### src/rtl/fifo_frame_read.sv
// Frame reader: pulls min(len,WORDS) words from a sync FIFO into res; optional stall timeout via FIFO_READ_TIMEOUT_EN.
// Latency: first fifo_rxen 1 cycle after fs; fd rises n+2 cycles after fs with a never-empty FIFO.
// Backpressure: reads stall while fifo_empty; fd/ferr held until fs drops (four-phase fs/fd).
module fifo_frame_read #(
  parameter int DW    = 8,
  parameter int WORDS = 12,
  parameter int LW    = 12,
  parameter int TMO   = 255
) (
  input  logic                clk,
  input  logic                rst,
  input  logic                err,
  input  logic [LW-1:0]       len,
  input  logic [DW-1:0]       fifo_rxd,
  input  logic                fifo_empty,
  output logic                fifo_rxen,
  output logic [DW*WORDS-1:0] res,
  input  logic                fs,
  output logic                fd,
  output logic                ferr
);

  typedef enum logic [1:0] {IDLE, READ, DONE, FAIL} state_t;

  state_t        state, state_nxt;
  logic [LW-1:0] n, iss, rcv, len_clamp;
  logic          rvld, last, tmo_hit;

  assign len_clamp = (len > LW'(WORDS)) ? LW'(WORDS) : len;
  assign last      = rvld && (rcv == n - LW'(1));

`ifdef FIFO_READ_TIMEOUT_EN
  localparam int SW = $clog2(TMO + 1);
  logic [SW-1:0] stall;
  logic          stalling;

  // Only cycles that still owe a read count as stalls; waiting on the last return does not.
  assign stalling = (state == READ) && !fifo_rxen && (iss < n);
  assign tmo_hit  = stalling && (stall == SW'(TMO - 1));

  always_ff @(posedge clk) begin
    if (rst || state != READ || fifo_rxen) stall <= '0;
    else if (stalling)                      stall <= stall + SW'(1);
  end
`else
  assign tmo_hit = 1'b0;
`endif

  always_ff @(posedge clk) begin
    if (rst) state <= IDLE;
    else     state <= state_nxt;
  end

  always_comb begin
    state_nxt = state;
    fifo_rxen = 1'b0;
    fd        = 1'b0;
    ferr      = 1'b0;
    case (state)
      IDLE: begin
        if (fs) state_nxt = (len_clamp == '0) ? DONE : READ;
      end
      READ: begin
        fifo_rxen = !rst && !fifo_empty && (iss < n);
        // Abort outranks completion when both land in the same cycle.
        if (err || tmo_hit) state_nxt = FAIL;
        else if (last)      state_nxt = DONE;
      end
      DONE: begin
        fd = 1'b1;
        if (!fs) state_nxt = IDLE;
      end
      FAIL: begin
        fd   = 1'b1;
        ferr = 1'b1;
        if (!fs) state_nxt = IDLE;
      end
      default: state_nxt = IDLE;
    endcase
  end

  always_ff @(posedge clk) begin
    if (rst) begin
      n    <= '0;
      iss  <= '0;
      rcv  <= '0;
      rvld <= 1'b0;
      res  <= '0;
    end else begin
      case (state)
        IDLE: begin
          rvld <= 1'b0;
          if (fs) begin
            n   <= len_clamp;
            iss <= '0;
            rcv <= '0;
            res <= '0;
          end
        end
        READ: begin
          // A read issued on the abort cycle is dropped along with any already returning.
          rvld <= (err || tmo_hit) ? 1'b0 : fifo_rxen;
          if (fifo_rxen) iss <= iss + LW'(1);
          if (rvld && !err) begin
            rcv <= rcv + LW'(1);
            for (int k = 0; k < WORDS; k++)
              if (rcv == LW'(k)) res[(WORDS-1-k)*DW +: DW] <= fifo_rxd;
          end
        end
        default: rvld <= 1'b0;
      endcase
    end
  end

endmodule

### config.mk
export PLATFORM = sky130hd
export DESIGN_NAME = fifo_frame_read
export DESIGN_NICKNAME = d
export VERILOG_FILES = /design/src/rtl/fifo_frame_read.sv
export SDC_FILE = /design/constraint.sdc
export NUM_CORES = 1
export LEC_CHECK = 0
export BUFFER_PORTS_ARGS = -buffer_cell sky130_fd_sc_hd__buf_2
export CORE_MARGIN = 2
export CORE_UTILIZATION = 27
export CTS_BUF_LIST = sky130_fd_sc_hd__clkbuf_4 sky130_fd_sc_hd__clkbuf_8
export CTS_CLUSTER_DIAMETER = 80
export CTS_CLUSTER_SIZE = 20
export DETAILED_ROUTE_END_ITERATION = 6
export PLACE_DENSITY = 0.54
export SYNTH_ARGS = -nofsm -noshare
export SYNTH_HDL_FRONTEND = slang
export SYNTH_SLANG_ARGS = --single-unit
### constraint.sdc
create_clock -name clk -period 2.28 [get_ports clk]
set_input_delay 0.456 -clock clk [delete_from_list [all_inputs] [get_ports clk]]
set_output_delay 0.456 -clock clk [all_outputs]
set_load 0.02 [all_outputs]
==> reports/metrics.csv, run 1 <==
stage;metric;value;unit
status;outcome;finished with violations;
status;failing checks;negative setup slack;
sta;final hold viol count;0;
placed_design;IO Port Bufs;123;
layout;commonest non-fill, non-tap cell in the layout;dfxtp_1;
clocking;hold_buf cts;0;
clocking;Worst-path clk slew;0.08;ns
sta;Worst Tran Pin Value;0.806;ns
yosys;number of flops mapped to enable cells by yosys;0;
grt;largest net degree at the start of global routing;81;
layout;# nets final;955;
yosys;ys async rst share;0;%
layout;fin util;35.8;%
floorplan;Top Ports;124;
min_path;Hold Path Depth;2;
grt;GRT Residual Overflow;0;
clocking;CTS tree;yes;
worst_setup_path;critical path endpoint;fifo_rxen;
clocking;Worst-Skew Late Latency;0.46;ns
layout;post-route cell area;7850;um2
floorplan;Initial Utilization;27.7;%
clocking;buffer depth of the longest clock path;2;
sta;Slew Viols, Final;0;
routing;Pre-antenna DRT Iters;5;
routing;initial drt markers;427;
floorplan;Core ar.;22000;um2
sta;f_max;0.403;GHz
placed_design;hpwl dp;13400;um
worst_setup_path;critical path type;reg -> out;
yosys;area leader, netlist;dfxtp_1;
sta;final hold slack;0.243;ns
placed_design;Post-DP Area;7310;um2
yosys;synth top area cells;dfxtp_1 (44%), a21oi_1 (6.9%), nand3_1 (6.8%);
clocking;clk sinks;135;
worst_setup_path;Reg-to-Reg Start;n[1]$_SDFFE_PP0P_;
worst_setup_path;r2r worst-path depth;8;
run;Max-cap violations;0;
routing;DR vias/cell;4.97;
routing;# DRC;0;
clocking;CTS buffer count;17;
routing;wire per inst;15.9;um
layout;diode count;0;
sta;setup violators final;1;
grt;vias in the first global route;5686;
grt;GR Util All Layers;16.4;%
floorplan;Die H;154;um
power_and_ir_drop;pwr/cell area;645;nW/um2
yosys;ys flop type;dfxtp_1;
yosys;sequential-to-total area share from yosys stat;44.4;%
grt;first-pass GRT wire length;30800;um
sta;post-layout min period;2.48;ns
yosys;total of warnings raised by yosys;0;
yosys;syn_area_per_cell;7.92;um2
yosys;Yosys cell types;56;
power_and_ir_drop;Peak VDD IR;0.397;mV
layout;most frequent cells in the layout;dfxtp_1 (127), buf_2 (121), nor2_1 (98);
worst_setup_path;worst reg2reg path endpoint;state[1]$_SDFFE_PP0P_;
sta;RSZ-0062 raised after global routing;yes;
worst_setup_path;r2r setup slk;0.03;ns
worst_setup_path;Arr. time, crit path;2.03;ns
layout;fraction of layout cells with a size suffix above 1;26.6;%
worst_setup_path;crit path max fanout;2;
yosys;Synth top area share;44.4;%
yosys;Mapped Cells;768;
floorplan;std cell rows;54;
sta;Worst Slack Setup Final;-0.204;ns
layout;Area Growth Syn to Fin;29.1;%
routing;post-route ant nets;0;
yosys;FF+latch count, synth;135;
power_and_ir_drop;Leak;3.18;nW
sta;Slew HR;46.3;%
worst_setup_path;element type at the critical path end;output pin;
grt;antenna violations before repair;2;
routing;via count;5992;
placed_design;pre-CTS setup slack;0.00499;ns
placed_design;Final GP Congestion;0.816;
floorplan;area of the die;23700;um2
sta;final period utilization;109;%
layout;fillers;2302;
sta;Clock Skew;0.0129;ns
clocking;root buffer cell;clkbuf_8;
worst_setup_path;Critical Path Start;n[11]$_SDFFE_PP0P_;
min_path;Hold Path Class;in -> reg;
floorplan;die width;154;um
clocking;H-tree Lvls;4;
worst_setup_path;CP required;1.82;ns
routing;drt total wl;19200;um
yosys;Post-Syn Area;6080;um2
worst_setup_path;Startpoint Class;register;
yosys;syn_nets;810;
layout make-up:
class / count / area [um2] / area share [%]
clock inverters: 13 / 169 / 2.15
flip-flops and latches: 135 / 2710 / 34.5
multi-input cells: 558 / 3190 / 40.6
well taps: 280 / 350 / 4.46
clock buffers: 19 / 255 / 3.25
repair buffers: 179 / 1090 / 13.9
inverters: 22 / 82.6 / 1.05
cells in the mapped netlist, types with 4 or more instances:
cell / instances
or4_1: 7
mux2i_1: 5
o21ai_0: 7
or3_1: 10
buf_1: 8
and3_1: 4
xnor2_1: 15
nand3_1: 83
nand2b_1: 4
xor2_1: 8
nand2_1: 91
clkbuf_1: 42
nor4_1: 7
a21oi_1: 84
a31oi_1: 33
inv_1: 22
nand4_1: 8
ha_1: 17
and2_1: 6
dfxtp_1: 135
o21a_1: 4
nor2_1: 98
o2111ai_1: 4
o31a_1: 5
nor3_1: 12
worst min-delay path by stage:
| stage | from | endpoint | slack [ns] |
|---|---|---|---|
| 2_1_floorplan | n[11]$_SDFFE_PP0P_ | n[11]$_SDFFE_PP0P_ | 0.45 |
| 3_3_place_gp | n[9]$_SDFFE_PP0P_ | n[9]$_SDFFE_PP0P_ | 0.45 |
| 3_5_place_dp | n[9]$_SDFFE_PP0P_ | n[9]$_SDFFE_PP0P_ | 0.45 |
| 4_1_cts | err | rvld$_SDFF_PP0_ | 0.21 |
| 5_1_grt | err | rvld$_SDFF_PP0_ | 0.22 |
| 6_report | err | rvld$_SDFF_PP0_ | 0.24 |
timing repair:
item / CTS / global route
resized for setup: 12 / 16
setup endpoints to repair: 2 / 5
setup buffers: 1 / 1
pin swaps: 3 / 3
per-layer routing:
layer,part of all wire [%],global-route usage [%],wire (um),vias up
li1,-,-,-,2980
met1,45,21.3,8660,2810
met2,46,25.6,8830,178
met3,7.4,5.52,1410,22
met4,1.4,5.12,269,2
met5,0.068,0,13,-
flip-flops by register name, indices dropped and copies added, names as in the netlist:
register and count:
res 96, iss 12, n 12, rcv 12
state 2, rvld 1
critical path, stage by stage, from the launching register on:
cell and delay [ns]:
dfxtp_2 0.33, inv_2 0.05, ha_4 0.15, or3_4 0.33
a2111oi_4 0.34, o221ai_2 0.18, inv_2 0.09, buf_6 0.11
report_power, final:
part           switching (mW)  internal, mW  leakage (nW)
logic                   0.336         0.173          1.88
clock network            1.03          1.14         0.208
registers              0.0172          2.37          1.09
stage by stage:
stage | std cells | setup TNS, ns | total power, mW
2_1_floorplan | 768 | 0 | 2.74
3_3_place_gp | 1172 | -0.0515 | 2.95
3_5_place_dp | 1172 | 0 | 2.95
4_1_cts | 1205 | -0.284 | 5.13
5_1_grt | 1206 | -0.376 | 5.28
6_report | 1206 | -0.204 | 5.06
logic make-up (layout without fill, tap and decap cells):
logic type	after synthesis	in the layout	share of synthesized area (%)
buf+inv	75	233	4.79
flops	135	135	44.4
compound gates	162	162	16.2
fa+ha+maj	17	17	3.50
mux	5	5	0.823
simple gates	351	351	27.0
xor+xnor	23	23	3.31
Note: power is estimated with default switching activity, not from simulation.
==> run 2: changes to the inputs <==
Settings changed: PLACE_DENSITY 0.54 to 0.52.
Clock period 2.28 ns to 2.91 ns, I/O delays scaled along.
==> reports/metrics.csv, run 2 (synthesized netlist as in run 1, its figures left out) <==
stage;metric;value;unit;change
status;outcome;completed;;was finished with violations
layout;max reg flops;96;;unchanged
layout;Area Growth Syn to Fin;23.6;%;was 29.1%
routing;Pre-antenna DRT Iters;5;;unchanged
layout;commonest non-fill, non-tap cell in the layout;dfxtp_1;;unchanged
routing;drt total wl;19100;um;was 19200 um
clocking;clk sinks;135;;unchanged
sta;Slew Viols, Final;0;;unchanged
sta;Slew HR;41.6;%;was 46.3%
routing;post-route ant nets;0;;unchanged
worst_setup_path;crit path max fanout;8;;was 2
routing;# DRC;0;;unchanged
sta;final hold viol count;0;;unchanged
grt;antenna violations before repair;2;;unchanged
worst_setup_path;CP required;2.33;ns;was 1.82 ns
run;Max-cap violations;0;;unchanged
routing;initial drt markers;361;;was 427
clocking;root buffer cell;clkbuf_8;;unchanged
sta;Worst Tran Pin Value;0.875;ns;was 0.806 ns
layout;fin util;34.2;%;was 35.8%
floorplan;die width;154;um;unchanged
clocking;CTS tree;yes;;unchanged
sta;Setup TNS;0;ns;was -0.204 ns
grt;GR Util All Layers;16.2;%;was 16.4%
worst_setup_path;element type at the critical path end;output pin;;unchanged
layout;Top reg by flops;res;;unchanged
placed_design;hpwl dp;13200;um;was 13400 um
layout;fin cells;1174;;was 1206
min_path;Hold Path Class;in -> reg;;unchanged
sta;setup violators final;0;;was 1
layout;# nets final;921;;was 955
power_and_ir_drop;Total Power;4.04;mW;was 5.06 mW
layout;most frequent cells in the layout;dfxtp_1 (133), buf_2 (122), nor2_1 (98);;was dfxtp_1 (127), buf_2 (121), nor2_1 (98)
sta;Worst Slack Setup Final;0.159;ns;was -0.204 ns
floorplan;Die H;154;um;unchanged
grt;vias in the first global route;5492;;was 5686
routing;wire per inst;16.2;um;was 15.9 um
floorplan;Initial Utilization;27.7;%;unchanged
grt;GRT Residual Overflow;0;;unchanged
power_and_ir_drop;pwr/cell area;537;nW/um2;was 645 nW/um2
placed_design;IO Port Bufs;123;;unchanged
floorplan;Core ar.;22000;um2;unchanged
routing;DR vias/cell;4.90;;was 4.97
sta;f_max;0.363;GHz;
floorplan;Top Ports;124;;unchanged
routing;via count;5758;;was 5992
placed_design;Inst Count DP;1138;;was 1172
power_and_ir_drop;Leak;3.00;nW;was 3.18 nW
layout;fillers;2311;;was 2302
sta;post-layout min period;2.75;ns;
clocking;Worst-Skew Late Latency;0.46;ns;about the same
sta;Clock Skew;0.0271;ns;was 0.0129 ns
grt;largest net degree at the start of global routing;97;;was 81
clocking;Worst-path clk slew;0.08;ns;about the same
worst_setup_path;Startpoint Class;register;;unchanged
placed_design;Final GP Congestion;0.828;;was 0.816
floorplan;std cell rows;54;;unchanged
floorplan;area of the die;23700;um2;unchanged
worst_setup_path;Arr. time, crit path;2.17;ns;was 2.03 ns
placed_design;pre-CTS setup slack;0.203;ns;was 0.00499 ns
sta;final period utilization;94.6;%;
grt;first-pass GRT wire length;30400;um;was 30800 um
worst_setup_path;critical path type;reg -> out;;unchanged
power_and_ir_drop;Peak VDD IR;0.295;mV;was 0.397 mV
clocking;hold_buf cts;0;;unchanged
layout;fraction of layout cells with a size suffix above 1;21.5;%;was 26.6%
clocking;H-tree Lvls;4;;unchanged
clocking;CTS buffer count;17;;unchanged
clocking;buffer depth of the longest clock path;2;;unchanged
run 2: cell types whose count changed in the layout (fill, tap and decap cells not counted), moves of 5 or more:
cell,previous run,this run
inv_2,5,0
inv_1,17,22
dfxtp_1,127,133
buf_4,53,22
dfxtp_2,8,2
run 2: path summary, 6_finish.rpt:
| check | from | end | slack, ns | cells past startpoint |
|---|---|---|---|---|
| max | n[6]$_SDFFE_PP0P_ | fifo_rxen | 0.16 | 7 |
| min reg2reg | res[3]$_SDFFE_PP0P_ | res[3]$_SDFFE_PP0P_ | 0.47 | 2 |
| min | err | rvld$_SDFF_PP0_ | 0.40 | 2 |
| max reg2reg | n[0]$_SDFFE_PP0P_ | state[1]$_SDFFE_PP0P_ | 0.39 | 8 |
run 2: power breakdown:
part           total [mW]  internal [mW]  switching (mW)
Sequential           1.88           1.86          0.0223
Combinational       0.358          0.110           0.248
Clock                1.80           1.01           0.791
Total                4.04           2.98            1.06
run 2: layout make-up:
type | instances | area [um2] | area share (%)
Antenna cell | 2 | 5.00 | 0.0666
Inverter | 22 | 82.6 | 1.10
Sequential cell | 135 | 2710 | 36.0
Timing Repair Buffer | 145 | 796 | 10.6
Clock inverter | 12 | 189 | 2.51
Clock buffer | 20 | 269 | 3.58
Tap cell | 280 | 350 | 4.66
Multi-Input combinational cell | 558 | 3120 | 41.5
run 2: per-stage QoR:
step                      instance area, um2  hold WS, ns
after detailed placement                7010        0.456
final                                   7520        0.405
after CTS                               7470        0.379
after floorplan                         6080        0.448
after global placement                  7010        0.453
after global routing                    7510        0.399
run 2: routing by layer:
| layer | track usage [%] | vias up | part of all wire (%) | routed length (um) |
|---|---|---|---|---|
| met5 | 0 | - | 0 | 0 |
| met4 | 4.58 | 0 | 1.2 | 229 |
| met3 | 4.51 | 14 | 5.4 | 1040 |
| met2 | 25.8 | 121 | 46 | 8850 |
| met1 | 21.4 | 2705 | 47 | 8950 |
| li1 | - | 2918 | - | - |
run 2: repair_timing:
item / CTS / global route
buffers inserted: 0 / 2
pin swaps: 1 / 2
gates resized for setup: 3 / 4
endpoints found under the setup margin: 1 / 1
run 2: critical path: stages (launching register included):
cell and delay (ns):
dfxtp_1 0.47, inv_1 0.10, ha_1 0.31, nand4_1 0.11, or2_2 0.31, o221ai_2 0.20
inv_1 0.08, buf_2 0.16
==> run 3: changes to the inputs <==
Settings changed: PLACE_DENSITY 0.52 to 0.54.
Clock period 2.91 ns to 2.4 ns, I/O delays scaled along.
==> reports/metrics.csv, run 3 (synthesized netlist as in run 1, its figures left out) <==
stage;metric;value;unit;change
status;outcome;finished with violations;;was completed
status;failing checks;negative setup slack;;
worst_setup_path;Arr. time, crit path;2.00;ns;was 2.17 ns
routing;via count;5847;;was 5758
min_path;Hold Path Origin;err;;unchanged
min_path;Hold Path Class;in -> reg;;unchanged
clocking;Worst-path clk slew;0.07;ns;was 0.08 ns
routing;wire per inst;15.8;um;was 16.2 um
layout;register area;2720;um2;was 2710 um2
power_and_ir_drop;P_int;3.15;mW;was 2.98 mW
clocking;H-tree Lvls;4;;unchanged
grt;antenna violations before repair;2;;unchanged
layout;fraction of layout cells with a size suffix above 1;25.8;%;was 21.5%
worst_setup_path;element type at the critical path end;output pin;;unchanged
sta;RSZ-0062 raised after global routing;yes;;
worst_setup_path;Reg-to-Reg Start;n[1]$_SDFFE_PP0P_;;was n[0]$_SDFFE_PP0P_
sta;final hold viol count;0;;unchanged
placed_design;hpwl dp;13100;um;was 13200 um
grt;GR Util All Layers;16.1;%;was 16.2%
routing;met3 wire length;1250;um;was 1040 um
floorplan;die width;154;um;unchanged
placed_design;IO Port Bufs;123;;unchanged
sta;Worst Slack Setup Final;-0.0827;ns;was 0.159 ns
layout;Multi-input gate area;3210;um2;was 3120 um2
power_and_ir_drop;Gate power share;10.4;%;was 8.9%
sta;Worst Tran Pin Value;1.11;ns;was 0.875 ns
layout;Area Growth Syn to Fin;26.7;%;was 23.6%
routing;drt total wl;19000;um;was 19100 um
worst_setup_path;crit path max fanout;4;;was 8
sta;Slew Viols, Final;0;;unchanged
worst_setup_path;critical path type;reg -> out;;unchanged
clocking;root buffer cell;clkbuf_8;;unchanged
grt;first-pass GRT wire length;30300;um;was 30400 um
sta;setup violators final;1;;was 0
run;Max-cap violations;0;;unchanged
floorplan;Initial Utilization;27.7;%;unchanged
layout;fillers;2317;;was 2311
grt;vias in the first global route;5538;;was 5492
routing;Pre-antenna DRT Iters;5;;unchanged
layout;most frequent cells in the layout;dfxtp_1 (125), buf_2 (121), nor2_1 (97);;was dfxtp_1 (133), buf_2 (122), nor2_1 (98)
worst_setup_path;CP required;1.92;ns;was 2.33 ns
routing;Top Layer Used;met4;;unchanged
floorplan;Top Ports;124;;unchanged
routing;DR vias/cell;4.88;;was 4.90
power_and_ir_drop;switch share;29.0;%;was 26.3%
layout;fin cells;1199;;was 1174
placed_design;Inst Count DP;1164;;was 1138
routing;initial drt markers;411;;was 361
power_and_ir_drop;Clk pwr share;38.4;%;was 44.5%
power_and_ir_drop;Net Sw Power;1.29;mW;was 1.06 mW
clocking;buffer depth of the longest clock path;2;;unchanged
layout;Top reg by flops;res;;unchanged
sta;f_max;0.403;GHz;
placed_design;Final GP Congestion;0.837;;was 0.828
floorplan;area of the die;23700;um2;unchanged
floorplan;Die H;154;um;unchanged
clocking;Worst-Skew Late Latency;0.46;ns;about the same
grt;largest net degree at the start of global routing;101;;was 97
layout;# nets final;947;;was 921
floorplan;Core ar.;22000;um2;unchanged
layout;commonest non-fill, non-tap cell in the layout;dfxtp_1;;unchanged
routing;post-route ant nets;0;;unchanged
layout;fin util;35.1;%;was 34.2%
routing;met2 WL;8510;um;was 8850 um
sta;Clock Skew;0.0169;ns;was 0.0271 ns
grt;GRT Residual Overflow;0;;unchanged
layout;max reg flops;96;;unchanged
routing;routed length on met1;8990;um;was 8950 um
sta;Slew HR;25.8;%;was 41.6%
routing;# DRC;0;;unchanged
power_and_ir_drop;pwr/cell area;577;nW/um2;was 537 nW/um2
worst_setup_path;Critical Path Start;iss[8]$_SDFFE_PP0P_;;was n[6]$_SDFFE_PP0P_
clocking;CTS tree;yes;;unchanged
power_and_ir_drop;sequential share of power;51.2;%;was 46.6%
clocking;clk sinks;135;;unchanged
clocking;CTS buffer count;17;;unchanged
power_and_ir_drop;Peak VDD IR;0.299;mV;was 0.295 mV
floorplan;std cell rows;54;;unchanged
sta;final period utilization;103;%;
power_and_ir_drop;Leak;3.08;nW;was 3.00 nW
worst_setup_path;Startpoint Class;register;;unchanged
sta;post-layout min period;2.48;ns;
run 3: changes by cell type in the layout (fill, tap and decap cells not counted), moves of 2 or more:
cell        change
dfxtp_1         -8
buf_4          +26
clkbuf_8        -2
ha_4            +4
bufinv_16       -4
inv_1           -3
ha_1            -5
clkinv_2        +2
clkinvlp_4      +4
dfxtp_2         +8
inv_2           +3
run 3: worst max-delay path, stage by stage (launching register included):
cell,delay [ns]
dfxtp_1,0.36
ha_2,0.33
nand4_1,0.18
or2_4,0.32
o221ai_4,0.18
inv_2,0.07
buf_6,0.13
run 3: area by class of cell:
type,instances,share of cell area (%)
multi-input cells,558,41.6
clock inverters,13,1.30
flip-flops and latches,135,35.2
clock buffers,19,3.23
inverters,22,1.07
diodes,1,0.0325
repair buffers,171,12.9
well taps,280,4.55
run 3: worst paths after layout:
kind,end,slack [ns],depth (start not counted)
min reg2reg,n[9]$_SDFFE_PP0P_,0.46,2
max reg2reg,state[1]$_SDFFE_PP0P_,0.16,8
max,fifo_rxen,-0.08,6
min,rvld$_SDFF_PP0_,0.27,2
run 3: metal layers:
layer / vias to the layer above / global-route usage (%)
li1: 2970 / -
met1: 2718 / 21.5
met2: 147 / 25.3
met3: 12 / 4.71
met4: 0 / 4.67
met5: - / 0
run 3: power groups by stage:
stage | Clock, mW | Combinational [mW] | Sequential, mW
floorplan | 0 | 0.277 | 2.33
global route | 1.85 | 0.511 | 2.28
detailed placement | 0 | 0.458 | 2.32
CTS | 1.77 | 0.466 | 2.27
global placement | 0 | 0.462 | 2.32
finish | 1.71 | 0.464 | 2.27
run 3: what timing repair did:
| item | CTS | global route |
|---|---|---|
| endpoints found under the setup margin | 5 | 5 |
| buffers inserted | 0 | 2 |
| pin swaps | 1 | 8 |
| hold buffers | 0 | 0 |
| gates resized for setup | 8 | 22 |
run 3: per-stage QoR:
stage / instance area (um2) / TNS, ns / setup WS [ns] / power, mW / hold slack (ns)
floorplan: 6090 / 0 / 0.0431 / 2.61 / 0.448
global placement: 7210 / 0 / 0.0311 / 2.79 / 0.447
detailed placement: 7210 / -0.396 / -0.102 / 2.78 / 0.458
CTS: 7590 / -0.258 / -0.258 / 4.50 / 0.232
global route: 7700 / -0.207 / -0.207 / 4.64 / 0.245
finish: 7700 / -0.0827 / -0.0827 / 4.44 / 0.266
